<file path="config.mk">
export PLATFORM = sky130hd
export DESIGN_NAME = soduku_board_loader
export DESIGN_NICKNAME = d
export VERILOG_FILES = /design/src/rtl/soduku_board_loader.sv
export SDC_FILE = /design/constraint.sdc
export NUM_CORES = 1
export LEC_CHECK = 0
export CAP_MARGIN = 20
export CORE_ASPECT_RATIO = 0.8
export CORE_MARGIN = 4
export CORE_UTILIZATION = 45
export DETAILED_ROUTE_END_ITERATION = 6
export PLACE_DENSITY_LB_ADDON = 0.2
export SETUP_SLACK_MARGIN = 0.1
export SYNTH_ARGS = -nofsm -noshare
export SYNTH_HDL_FRONTEND = slang
export SYNTH_SLANG_ARGS = --single-unit
export TNS_END_PERCENT = 20
</file>
<file path="constraint.sdc">
create_clock -name clk_in -period 12.5 [get_ports clk_in]
set_input_delay 1.875 -clock clk_in [delete_from_list [all_inputs] [get_ports clk_in]]
set_output_delay 1.875 -clock clk_in [all_outputs]
set_load 0.01 [all_outputs]
</file>
<file path="src/rtl/soduku_board_loader.sv">
// Sudoku board loader: assembles a streamed sequence of BCD cells into the packed
// board bus for the solver, with cursor tracking, backspace, clear and a valid/ack handoff.
module soduku_board_loader #(
  parameter int unsigned GRID_SIZE = 9,
  parameter int unsigned CELL_W    = 4
) (
  input  logic                                  clk_in,
  input  logic                                  reset_in,
  input  logic [CELL_W-1:0]                     digit_in,
  input  logic                                  digit_valid_in,
  output logic                                  digit_ready_out,
  input  logic                                  back_in,
  input  logic                                  clear_in,
  output logic [CELL_W*GRID_SIZE*GRID_SIZE-1:0] board_out,
  output logic                                  board_valid_out,
  input  logic                                  board_ack_in,
  output logic [3:0]                            row_out,
  output logic [3:0]                            col_out,
  output logic                                  bad_digit_out
);

  localparam int unsigned NCELLS  = GRID_SIZE * GRID_SIZE;
  localparam int unsigned LAST    = NCELLS - 1;
  localparam int unsigned BOARD_W = CELL_W * NCELLS;
  localparam int unsigned CUR_W   = 7;
  localparam int unsigned RC_W    = 4;
  localparam int unsigned IDX_W   = $clog2(BOARD_W);

  typedef enum logic {S_LOAD, S_DONE} state_t;

  state_t               state, state_nxt;
  logic [CUR_W-1:0]     cursor, cursor_nxt;
  logic [BOARD_W-1:0]   board_nxt;
  logic [RC_W-1:0]      row_nxt, col_nxt;
  logic                 valid_nxt, bad_nxt;
  logic                 accept, digit_ok, at_last, at_first;
  logic [IDX_W-1:0]     wr_lsb, bk_lsb;

  assign digit_ready_out = (state == S_LOAD) & ~clear_in & ~back_in;
  assign accept          = digit_valid_in & digit_ready_out;
  assign digit_ok        = (digit_in <= CELL_W'(9));
  assign at_last         = (cursor == CUR_W'(LAST));
  assign at_first        = (cursor == '0);
  // Cell i sits at bits [CELL_W*(LAST-i) +: CELL_W]; backspace targets cell cursor-1.
  assign wr_lsb          = IDX_W'(CELL_W * (LAST - 32'(cursor)));
  assign bk_lsb          = IDX_W'(CELL_W * (NCELLS - 32'(cursor)));

  always_ff @(posedge clk_in or posedge reset_in) begin
    if (reset_in) state <= S_LOAD;
    else          state <= state_nxt;
  end

  always_comb begin
    state_nxt = state;
    if (clear_in) begin
      state_nxt = S_LOAD;
    end else begin
      case (state)
        S_LOAD: if (accept && digit_ok && at_last) state_nxt = S_DONE;
        S_DONE: if (board_ack_in) state_nxt = S_LOAD;
        default: state_nxt = S_LOAD;
      endcase
    end
  end

  // Next values for the registered board, cursor and status outputs.
  always_comb begin
    board_nxt  = board_out;
    cursor_nxt = cursor;
    row_nxt    = row_out;
    col_nxt    = col_out;
    valid_nxt  = board_valid_out;
    bad_nxt    = 1'b0;
    if (clear_in) begin
      board_nxt  = '0;
      cursor_nxt = '0;
      row_nxt    = '0;
      col_nxt    = '0;
      valid_nxt  = 1'b0;
    end else if (state == S_LOAD) begin
      if (back_in) begin
        if (!at_first) begin
          cursor_nxt                  = cursor - CUR_W'(1);
          board_nxt[bk_lsb +: CELL_W] = '0;
          if (col_out == '0) begin
            col_nxt = RC_W'(GRID_SIZE - 1);
            row_nxt = row_out - RC_W'(1);
          end else begin
            col_nxt = col_out - RC_W'(1);
          end
        end
      end else if (accept) begin
        if (digit_ok) begin
          board_nxt[wr_lsb +: CELL_W] = digit_in;
          if (at_last) begin
            cursor_nxt = '0;
            row_nxt    = '0;
            col_nxt    = '0;
            valid_nxt  = 1'b1;
          end else begin
            cursor_nxt = cursor + CUR_W'(1);
            if (col_out == RC_W'(GRID_SIZE - 1)) begin
              col_nxt = '0;
              row_nxt = row_out + RC_W'(1);
            end else begin
              col_nxt = col_out + RC_W'(1);
            end
          end
        end else begin
          bad_nxt = 1'b1;
        end
      end
    end else if (board_ack_in) begin
      cursor_nxt = '0;
      row_nxt    = '0;
      col_nxt    = '0;
      valid_nxt  = 1'b0;
    end
  end

  always_ff @(posedge clk_in or posedge reset_in) begin
    if (reset_in) begin
      board_out       <= '0;
      cursor          <= '0;
      row_out         <= '0;
      col_out         <= '0;
      board_valid_out <= 1'b0;
      bad_digit_out   <= 1'b0;
    end else begin
      board_out       <= board_nxt;
      cursor          <= cursor_nxt;
      row_out         <= row_nxt;
      col_out         <= col_nxt;
      board_valid_out <= valid_nxt;
      bad_digit_out   <= bad_nxt;
    end
  end

endmodule
</file>
# --- Word level (Yosys, flattened, before mapping) ---
# Cells that the tools add are included.
totals:
  regBits: 342
  in_bits: 10
  out_inout_bits: 335
op_classes:
  add_sub_neg: 10
  order_cmp: 1
  eq_ne: 8
  n_shift: 4
  n_mux: 51
  bitwise: 6
  reduce_logical: 16
ops:
  columns: ["operator", "count"]
  rows:
  - ["324-bit two-way mux", 6]
  - ["324-bit bitwise mux", 2]
  - ["4-bit by 11-bit variable shift with 324-bit output, first input constant", 2]
  - ["4-bit by 11-bit variable part select with 324-bit output", 1]
  - ["4-bit by 11-bit variable part select with 324-bit output, first input constant", 1]
  - ["4-bit two-way mux", 19]
  - ["7-bit two-way mux", 8]
  - ["9-bit negation with 11-bit output", 2]
  - ["1-bit two-way mux", 15]
  - ["3-bit nonzero test", 5]
  - ["7-bit subtractor, first input constant", 2]
  - ["4-bit by 1-bit adder with 4-bit output, second input constant", 2]
  - ["4-bit AND reduction", 2]
  - ["4-bit nonzero test", 2]
  - ["4-bit by 1-bit subtractor with 4-bit output, second input constant", 2]
  - ["7-bit by 1-bit adder with 7-bit output, second input constant", 1]
  - ["7-bit equality test, second input constant", 1]
  - ["7-bit zero test", 1]
  - ["7-bit by 1-bit subtractor with 7-bit output, second input constant", 1]
  - ["3-bit != test, second input constant", 2]
  - ["6-bit AND reduction", 1]
  - ["5-bit AND reduction", 1]
  - ["5-bit nonzero test", 1]
  - ["4-bit equality test, second input constant", 1]
  - ["10 further kinds", 15]

# --- Logic depth before layout (Yosys ltp) ---
# Gate-level depths: netlist of run 1.
depth:
  ltp_word: 9
  mapped_depth: 15
  depth_no_buf: 9

# --- Least setup slack after synthesis of run 1 ---
# OpenSTA, ideal clock, no wires.
synth_path:
  path_type: "input to output"
  start: "input clear_in"
  end: "output digit_ready_out"
  arrival_time_ns: 2.582
  required_time_ns: 10.625
  slack_ns: 8.043
  stages: 3
  n_path_buf: 1
  path_cell_list: "or2_2 > clkbuf_1 > nor2_1"
synth_between:
  elab_chain_len: 3
synth_lines:
  columns: ["item", "line_no", "text"]
  rows:
  - ["start: declaration", "13", "input logic clear_in,"]
  - ["1-bit inverter", "39", "assign digit_ready_out = (state == S_LOAD) & ~clear_in & ~back_in;"]
  - ["1-bit AND (2 in series)", "39", null]
  - ["end: declaration", "11", "output logic digit_ready_out,"]
# No other way between the ends.

# --- Worst setup path after layout of run 1 ---
# Same ends and word-level chain as after synthesis.

==> impl_results.rst, run 1 <==
.. list-table::
   :header-rows: 1

   * - Metric
     - Value
   * - Net switching component of the power
     - about 1.4 mW
   * - Portion of total power attributed to sequential cells
     - between 30% and 40%
   * - Buffer type at the clock tree root
     - clkbuf_16
   * - Num CTS Buffers
     - 36
   * - Vias in the first global route
     - 16100
   * - Layout overhead on the synthesized area
     - 29.6%
   * - Post-CTS Hold Fix Bufs
     - 0
   * - Max-cap violation count
     - 0
   * - Crit path DAT
     - about 3.7 ns
   * - Via count of the routed design
     - between 15000 and 20000
   * - Total nets after synthesis
     - between 1500 and 2000
   * - I/O pin cnt
     - about 350
   * - Post-synthesis cell type with the largest combined area
     - dfrtp_1
   * - GP Congestion
     - 0.976
   * - Register bit count reported by yosys
     - ~340
   * - Crit path required time
     - ~11 ns
   * - Final Slew Violations
     - 0
   * - CTS tree
     - yes
   * - First-pass GRT wire length
     - about 100 mm
   * - Proportion of power drawn by combinational gates
     - a little over a third
   * - Synthesized netlist cell count
     - between 1500 and 2000
   * - Max-Slew Margin vs Limit
     - around a fifth
   * - Largest net degree at the start of global routing
     - 134
   * - Std-Cell Core Area
     - 38600 um2
   * - Clock-pin slew on the worst setup and hold paths
     - 0.06 ns
   * - First-iteration detailed-routing DRC count
     - between 1500 and 2000
   * - Latest clock arrival within the worst-skew pair
     - between 0.5 and 0.6 ns
   * - Clock Tree Buf Depth
     - 3
   * - Netlist area before placement
     - between 15000 and 20000 um2
   * - First-pass iteration count of the detailed router
     - 5
   * - Worst slack at placement
     - just under 7 ns
   * - Post-DP HPWL
     - 49.0 mm
   * - Share of the clock period used by the worst path
     - between 40 and 50%
   * - Average vias per placed instance
     - ~6.3
   * - Path type of the worst min-delay path
     - flip-flop to flip-flop
   * - RSZ-0062 raised after global routing
     - no
   * - Final setup violation count
     - 0
   * - Post-synth ARST share
     - 100%
   * - Commonest register cell after synthesis
     - dfrtp_1
   * - Most frequent cell after synthesis
     - dfrtp_1
   * - Top cells by area in the synthesized netlist
     - dfrtp_1 48%, mux2_2 6.2%, o2bb2ai_1 3.5%
   * - H-tree depth
     - 2
   * - Sum of negative setup slack
     - 0 ns
   * - Switching share of total power
     - 39.3%
   * - Post-DR wirelength/cell
     - around 26 um
   * - Final Routed Wirelength
     - approximately 69 mm
   * - Leakage power total
     - 9.45 nW
   * - Post-CTS resize count
     - 0
   * - Final hold violation count
     - 0
   * - Number of distinct standard cells referenced by the synthesized netlist
     - between 80 and 90
   * - Proportion of power drawn by the clock network
     - between 30% and 40%
   * - Seq/Total Area, Yosys
     - 48.2%
   * - Nets@finish
     - between 2000 and 2500
   * - Setup slack after layout
     - between 6 and 7 ns
   * - Power per cell area
     - about 150 nW/um2
   * - Post-layout minimum cycle time
     - approximately 5.6 ns
   * - Critical path start-end classification
     - primary input to output pin
   * - Post-route ant nets
     - 0
   * - Internal power summed over all cells
     - 2.16 mW
   * - CP max FO
     - 29
   * - Starting utilization of the core area
     - a little under half
   * - Cells on worst reg2reg path
     - 10
   * - Clock tree skew after final layout
     - around 0.017 ns
   * - Critical path capture point type
     - output pin
   * - Setup Buffers After CTS
     - 0
   * - Number of I/O port buffers
     - around 340
   * - DIE WIDTH
     - about 230 um
   * - Setup crit start kind
     - primary input
   * - Result of the run
     - finished, final reports clean
   * - Clock sink count
     - between 300 and 400
   * - Yosys warns
     - 0
   * - Leading post-synthesis cells by instance count
     - 342 x dfrtp_1, 130 x nand2_1, 113 x inv_1, 103 x nor3_1, 98 x mux2_2
   * - Proportion of netlist area held by the largest area contributor
     - between 40% and 50%
   * - Maximum VDD drop
     - slightly below 80 uV
   * - Remaining Overflow, GRT
     - 0
   * - Share of layout cells above drive strength 1
     - between 10% and 20%
   * - Worst hold path depth
     - 1
   * - Antenna fix cells
     - 0
   * - Overall Global Routing Usage
     - 31.0%
   * - DRC Markers
     - 0
   * - Die Footprint
     - 42700 um2
   * - Number of placement rows
     - 64
   * - Die Y-Extent
     - between 150 and 200 um
   * - Antenna violations before repair
     - 1
   * - Max Freq
     - roughly 180 MHz
   * - Least-Margin Pin Slew
     - about 1.2 ns
   * - Number of flops mapped to enable cells by yosys
     - 0
   * - Synth Area per Inst
     - around 10 um2
==> power by group through the flow <==
stage	Clock, mW	Combinational, mW	Sequential [mW]
2_1_floorplan	0	0.757	1.18
3_3_place_gp	0	1.18	1.19
3_5_place_dp	0	1.19	1.19
4_1_cts	1.15	1.19	1.17
5_1_grt	1.20	1.29	1.17
6_report	1.13	1.25	1.17
==> state kept, by name, summed over array words and instances, names as in the netlist <==
register and cells:
row_out 4, cursor 7, board_out 324, bad_digit_out 1, board_valid_out 1, state 1
col_out 4
==> worst max-delay path, cell delays in order <==
cell	delay, ns
clkdlybuf4s50_1	0.41
buf_4	0.27
or2_2	0.36
nor2_1	0.17
clkdlybuf4s50_1	0.57
==> stage by stage <==
| stage | power (mW) | area [um2] | std cells | hold WS, ns | util (%) |
|---|---|---|---|---|---|
| after global placement | 2.37 | 21700 | 2562 | 0.481 | 56.2 |
| after floorplan | 1.94 | 17700 | 1770 | 0.507 | - |
| after global routing | 3.67 | 23000 | 2633 | 0.512 | 59.6 |
| final | 3.55 | 23000 | 2633 | 0.492 | 59.6 |
| after detailed placement | 2.38 | 21700 | 2564 | 0.473 | 56.2 |
| after CTS | 3.51 | 23000 | 2630 | 0.495 | 59.5 |
==> kinds of logic (layout without fill, tap and decap cells) <==
group                      Yosys count  count (layout)  synth area share (%)
and+or+nand+nor                    551             551                  16.1
muxes                              132             132                  8.14
xor gates and xnor gates            14              14                 0.768
buffers and inverters              231             566                  5.13
DFF                                342             342                  48.2
adders and majority gates           15              15                  1.06
AOI/OAI and AO/OA                  485             485                  20.6
==> final timing paths <==
check | startpoint | endpoint | slack [ns]
min | board_out[316] | board_out[316] | 0.49
max | clear_in | digit_ready_out | 6.95
min in group asynchronous | reset_in | board_out[313] | 1.93
min reg2reg | board_out[316] | board_out[316] | 0.49
max reg2reg | cursor[2] | board_out[93] | 7.55
max in group asynchronous | reset_in | board_out[117] | 8.29
==> cell usage in the layout, fill, tap and decap left out, types with 58 or more instances in the layout <==
master	instances
inv_1	112
nor2_1	67
dfrtp_1	342
o22ai_1	59
mux2_2	98
clkdlybuf4s50_1	343
o21ai_0	58
nor3_1	102
nand2_1	130
o2bb2ai_1	70
==> metal layers <==
layer | global-route usage (%) | part of all wire (%)
met1 | 45.4 | 44
met2 | 46.5 | 43
met3 | 8.05 | 11
met4 | 7.45 | 2.2
met5 | 0 | 0
==> area by class of cell <==
cell class,instances,area [um2]
Clock buffer,54,1060
Clock inverter,12,195
Fill cell,3299,15600
Inverter,114,435
Multi-Input combinational cell,1197,8320
Sequential cell,342,8560
Tap cell,528,661
Timing Repair Buffer,386,3780
No activity file was read; power rests on OpenSTA's default activity.
==> run 2: changes to the inputs <==
- clock period: 12.5 -> 4.6 ns (I/O delays scaled with it)
==> impl_results.rst, run 2 (synthesis gave the netlist of run 1 again) <==
.. list-table::
   :header-rows: 1

   * - Metric
     - Value
   * - Result of the run
     - finished, final reports clean
   * - Commonest cells after routing, fill and taps aside
     - 343 x clkdlybuf4s50_1, 342 x dfrtp_1, 130 x nand2_1
   * - CP max FO
     - 16 (-45%)
   * - Critical path launch point
     - cursor[1]
   * - Internal power summed over all cells
     - 6.00 mW (+180%)
   * - Number of placement rows
     - 64 (unchanged)
   * - Clock Tree Buf Depth
     - 3 (unchanged)
   * - Final setup violation count
     - 0 (unchanged)
   * - Std-Cell Core Area
     - 38600 um2 (unchanged)
   * - Total placed instance area
     - 22100 um2 (+1.9%)
   * - Clock sink count
     - 342 (unchanged)
   * - Utilization after layout
     - 60.6% (+1.0 points)
   * - Post-route ant nets
     - 0 (unchanged)
   * - Post-layout minimum cycle time
     - about 4.3 ns
   * - Maximum VDD drop
     - 206 uV (+160%)
   * - DRC Markers
     - 0 (unchanged)
   * - Num CTS Buffers
     - 36 (unchanged)
   * - Register area
     - 8560 um2 (unchanged)
   * - Nets@finish
     - 2147 (+2.1%)
   * - Termination of the worst setup path
     - board_out[266]
   * - I/O pin cnt
     - 345 (unchanged)
   * - Buffer type at the clock tree root
     - clkbuf_16
   * - GP Congestion
     - 1.02 (+5.0%)
   * - Crit path required time
     - 5.02 ns (-5.60 ns)
   * - Crit path DAT
     - 4.68 ns (+1.00 ns)
   * - Worst path max stage delay
     - 0.65 ns (+0.08 ns)
   * - Portion of total power attributed to sequential cells
     - 32.2% (-0.7 points)
   * - Flip-flop count of the largest register, all copies and words added
     - 324 (unchanged)
   * - Post-route cell area
     - 23400 um2 (+1.7%)
   * - Clock tree skew after final layout
     - 0.0226 ns (+0.00564 ns)
   * - Switching share of total power
     - 39.2% (-0.081 points)
   * - Leakage power total
     - 9.69 nW (+2.5%)
   * - Area of the multi-input gates
     - 8330 um2 (about the same)
   * - H-tree depth
     - 2 (unchanged)
   * - Proportion of power drawn by the clock network
     - 31.6% (-0.3 points)
   * - Antenna fix cells
     - 0 (unchanged)
   * - Net switching component of the power
     - 3.86 mW (+180%)
   * - Via count of the routed design
     - 16800 (+0.95%)
   * - Setup Buffers After CTS
     - 0 (unchanged)
   * - Remaining Overflow, GRT
     - 0 (unchanged)
   * - Critical path capture point type
     - flip-flop
   * - Cell at the slowest stage of the critical path
     - o21a_1
   * - Max Freq
     - around 230 MHz
   * - Final Routed Wirelength
     - 70.5 mm (+2.7%)
   * - Cell-by-cell listing of the critical path
     - inv_1 > ha_1 > or3_1 > a211oi_1 > o21a_1 > and3_1 > o21ai_0 > or3_1 > mux2_2
   * - Post-DP HPWL
     - 52.0 mm (+6.2%)
   * - Latest clock arrival within the worst-skew pair
     - 0.54 ns (about the same)
   * - Path type of the worst min-delay path
     - flip-flop to flip-flop
   * - Final hold violation count
     - 0 (unchanged)
   * - Hold path startpoint
     - board_out[138]
   * - Power per cell area
     - 421 nW/um2 (+170%)
   * - Layout overhead on the synthesized area
     - 31.9%
   * - Average vias per placed instance
     - 6.28 (-0.75%)
   * - Commonest non-fill, non-tap cell in the layout
     - clkdlybuf4s50_1
   * - Reg-to-reg critical path startpoint
     - cursor[1]
   * - Die Footprint
     - 42700 um2 (unchanged)
   * - WP depth
     - 9 (+4)
   * - WP buf/inv
     - 1 (-2)
   * - Vias in the first global route
     - 16600 (+2.9%)
   * - First-pass iteration count of the detailed router
     - 5 (unchanged)
   * - Antenna violations before repair
     - 2 (+1)
   * - Worst flop-to-flop path endpoint
     - board_out[266]
   * - Cells on worst reg2reg path
     - 9 (-1)
   * - Register with the most flip-flops
     - board_out
   * - Crit-path most repeated cell
     - or3_1
   * - Least-Margin Pin Slew
     - 1.25 ns (+0.0534 ns)
   * - Top Registers
     - board_out: 324 flops, cursor: 7 flops
   * - First-iteration detailed-routing DRC count
     - 1940 (-1.6%)
   * - Proportion of power drawn by combinational gates
     - 36.2% (+1.0 points)
   * - Largest net degree at the start of global routing
     - 102 (-24%)
   * - CTS tree
     - yes
   * - Setup crit start kind
     - flip-flop
   * - Die Y-Extent
     - 186 um (unchanged)
   * - Starting utilization of the core area
     - 46.0% (unchanged)
   * - Largest delay contributor family on the critical path
     - compound AO/OA/AOI/OAI gates
   * - R2R setup slack
     - 0.34 ns (-7.21 ns)
   * - Max-Slew Margin vs Limit
     - 15.6% (-3.7 points)
   * - RSZ-0062 raised after global routing
     - no
   * - DIE WIDTH
     - 230 um (unchanged)
   * - Overall Global Routing Usage
     - 31.9% (+0.87 points)
   * - Clock-pin slew on the worst setup and hold paths
     - 0.06 ns (about the same)
   * - Share of layout cells above drive strength 1
     - 13.5% (+2.0 points)
   * - Final Slew Violations
     - 0 (unchanged)
   * - Post-DR wirelength/cell
     - 26.3 um (+0.93%)
   * - Number of I/O port buffers
     - 344 (unchanged)
   * - Critical path start-end classification
     - flip-flop to flip-flop
   * - Number of filler cells placed in the layout
     - 3221 (-2.4%)
   * - Max-cap violation count
     - 0 (unchanged)
   * - Share of the clock period used by the worst path
     - between 90% and 100%
   * - First-pass GRT wire length
     - 105 mm (+2.6%)
==> run 2: repair_timing <==
item / in CTS / in global routing
endpoints found under the setup margin: 0 / 28
hold endpoints to repair: 0 / 0
hold buffers: 0 / 0
resized for setup: 0 / 2
==> run 2: worst min-delay path by stage <==
stage	endpoint	slack [ns]	depth (start not counted)
floorplan	bad_digit_out	0.51	1
global placement	board_out[197]	0.47	1
detailed placement	board_out[228]	0.47	1
CTS	board_out[138]	0.50	1
global route	board_out[169]	0.51	1
finish	board_out[138]	0.49	1
==> run 2: layout make-up <==
cell class / count / area share (%)
inverter: 114 / 1.84
timing repair buffer: 431 / 17.7
sequential: 342 / 36.6
multi-input combinational: 1197 / 35.6
clock buffer: 53 / 4.65
clock inverter: 13 / 0.818
tap: 528 / 2.82
==> run 2: stage by stage <==
| step | setup slack, ns | setup TNS [ns] | instances | hold WS (ns) | total power [mW] |
|---|---|---|---|---|---|
| floorplan | -0.665 | -227.26 | 1770 | 0.507 | 5.27 |
| global placement | 0.206 | 0 | 2611 | 0.474 | 6.61 |
| detailed placement | 0.345 | 0 | 2612 | 0.474 | 6.64 |
| CTS | 0.354 | 0 | 2678 | 0.495 | 9.73 |
| global route | 0.106 | 0 | 2678 | 0.512 | 10.2 |
| finish | 0.344 | 0 | 2678 | 0.494 | 9.86 |
==> run 2: power by group through the flow <==
stage	sequential, mW	combinational [mW]	clock [mW]
after CTS	3.17	3.43	3.13
after detailed placement	3.23	3.42	0
after global placement	3.22	3.39	0
after floorplan	3.22	2.06	0
final	3.18	3.57	3.12
after global routing	3.19	3.70	3.28
==> run 2: worst reg2reg max path: stages, from the launching register on <==
cell,delay [ns]
dfrtp_1,0.52
inv_1,0.20
ha_1,0.55
or3_1,0.39
a211oi_1,0.56
o21a_1,0.65
and3_1,0.33
o21ai_0,0.14
or3_1,0.49
mux2_2,0.32
==> run 2: per-layer routing <==
metal,up-vias,GRT usage (%),wire length [um]
met5,-,0,20
met4,2,8.46,1770
met3,150,7.99,7010
met2,943,47.5,30400
met1,8418,46.7,31200
li1,7313,-,-
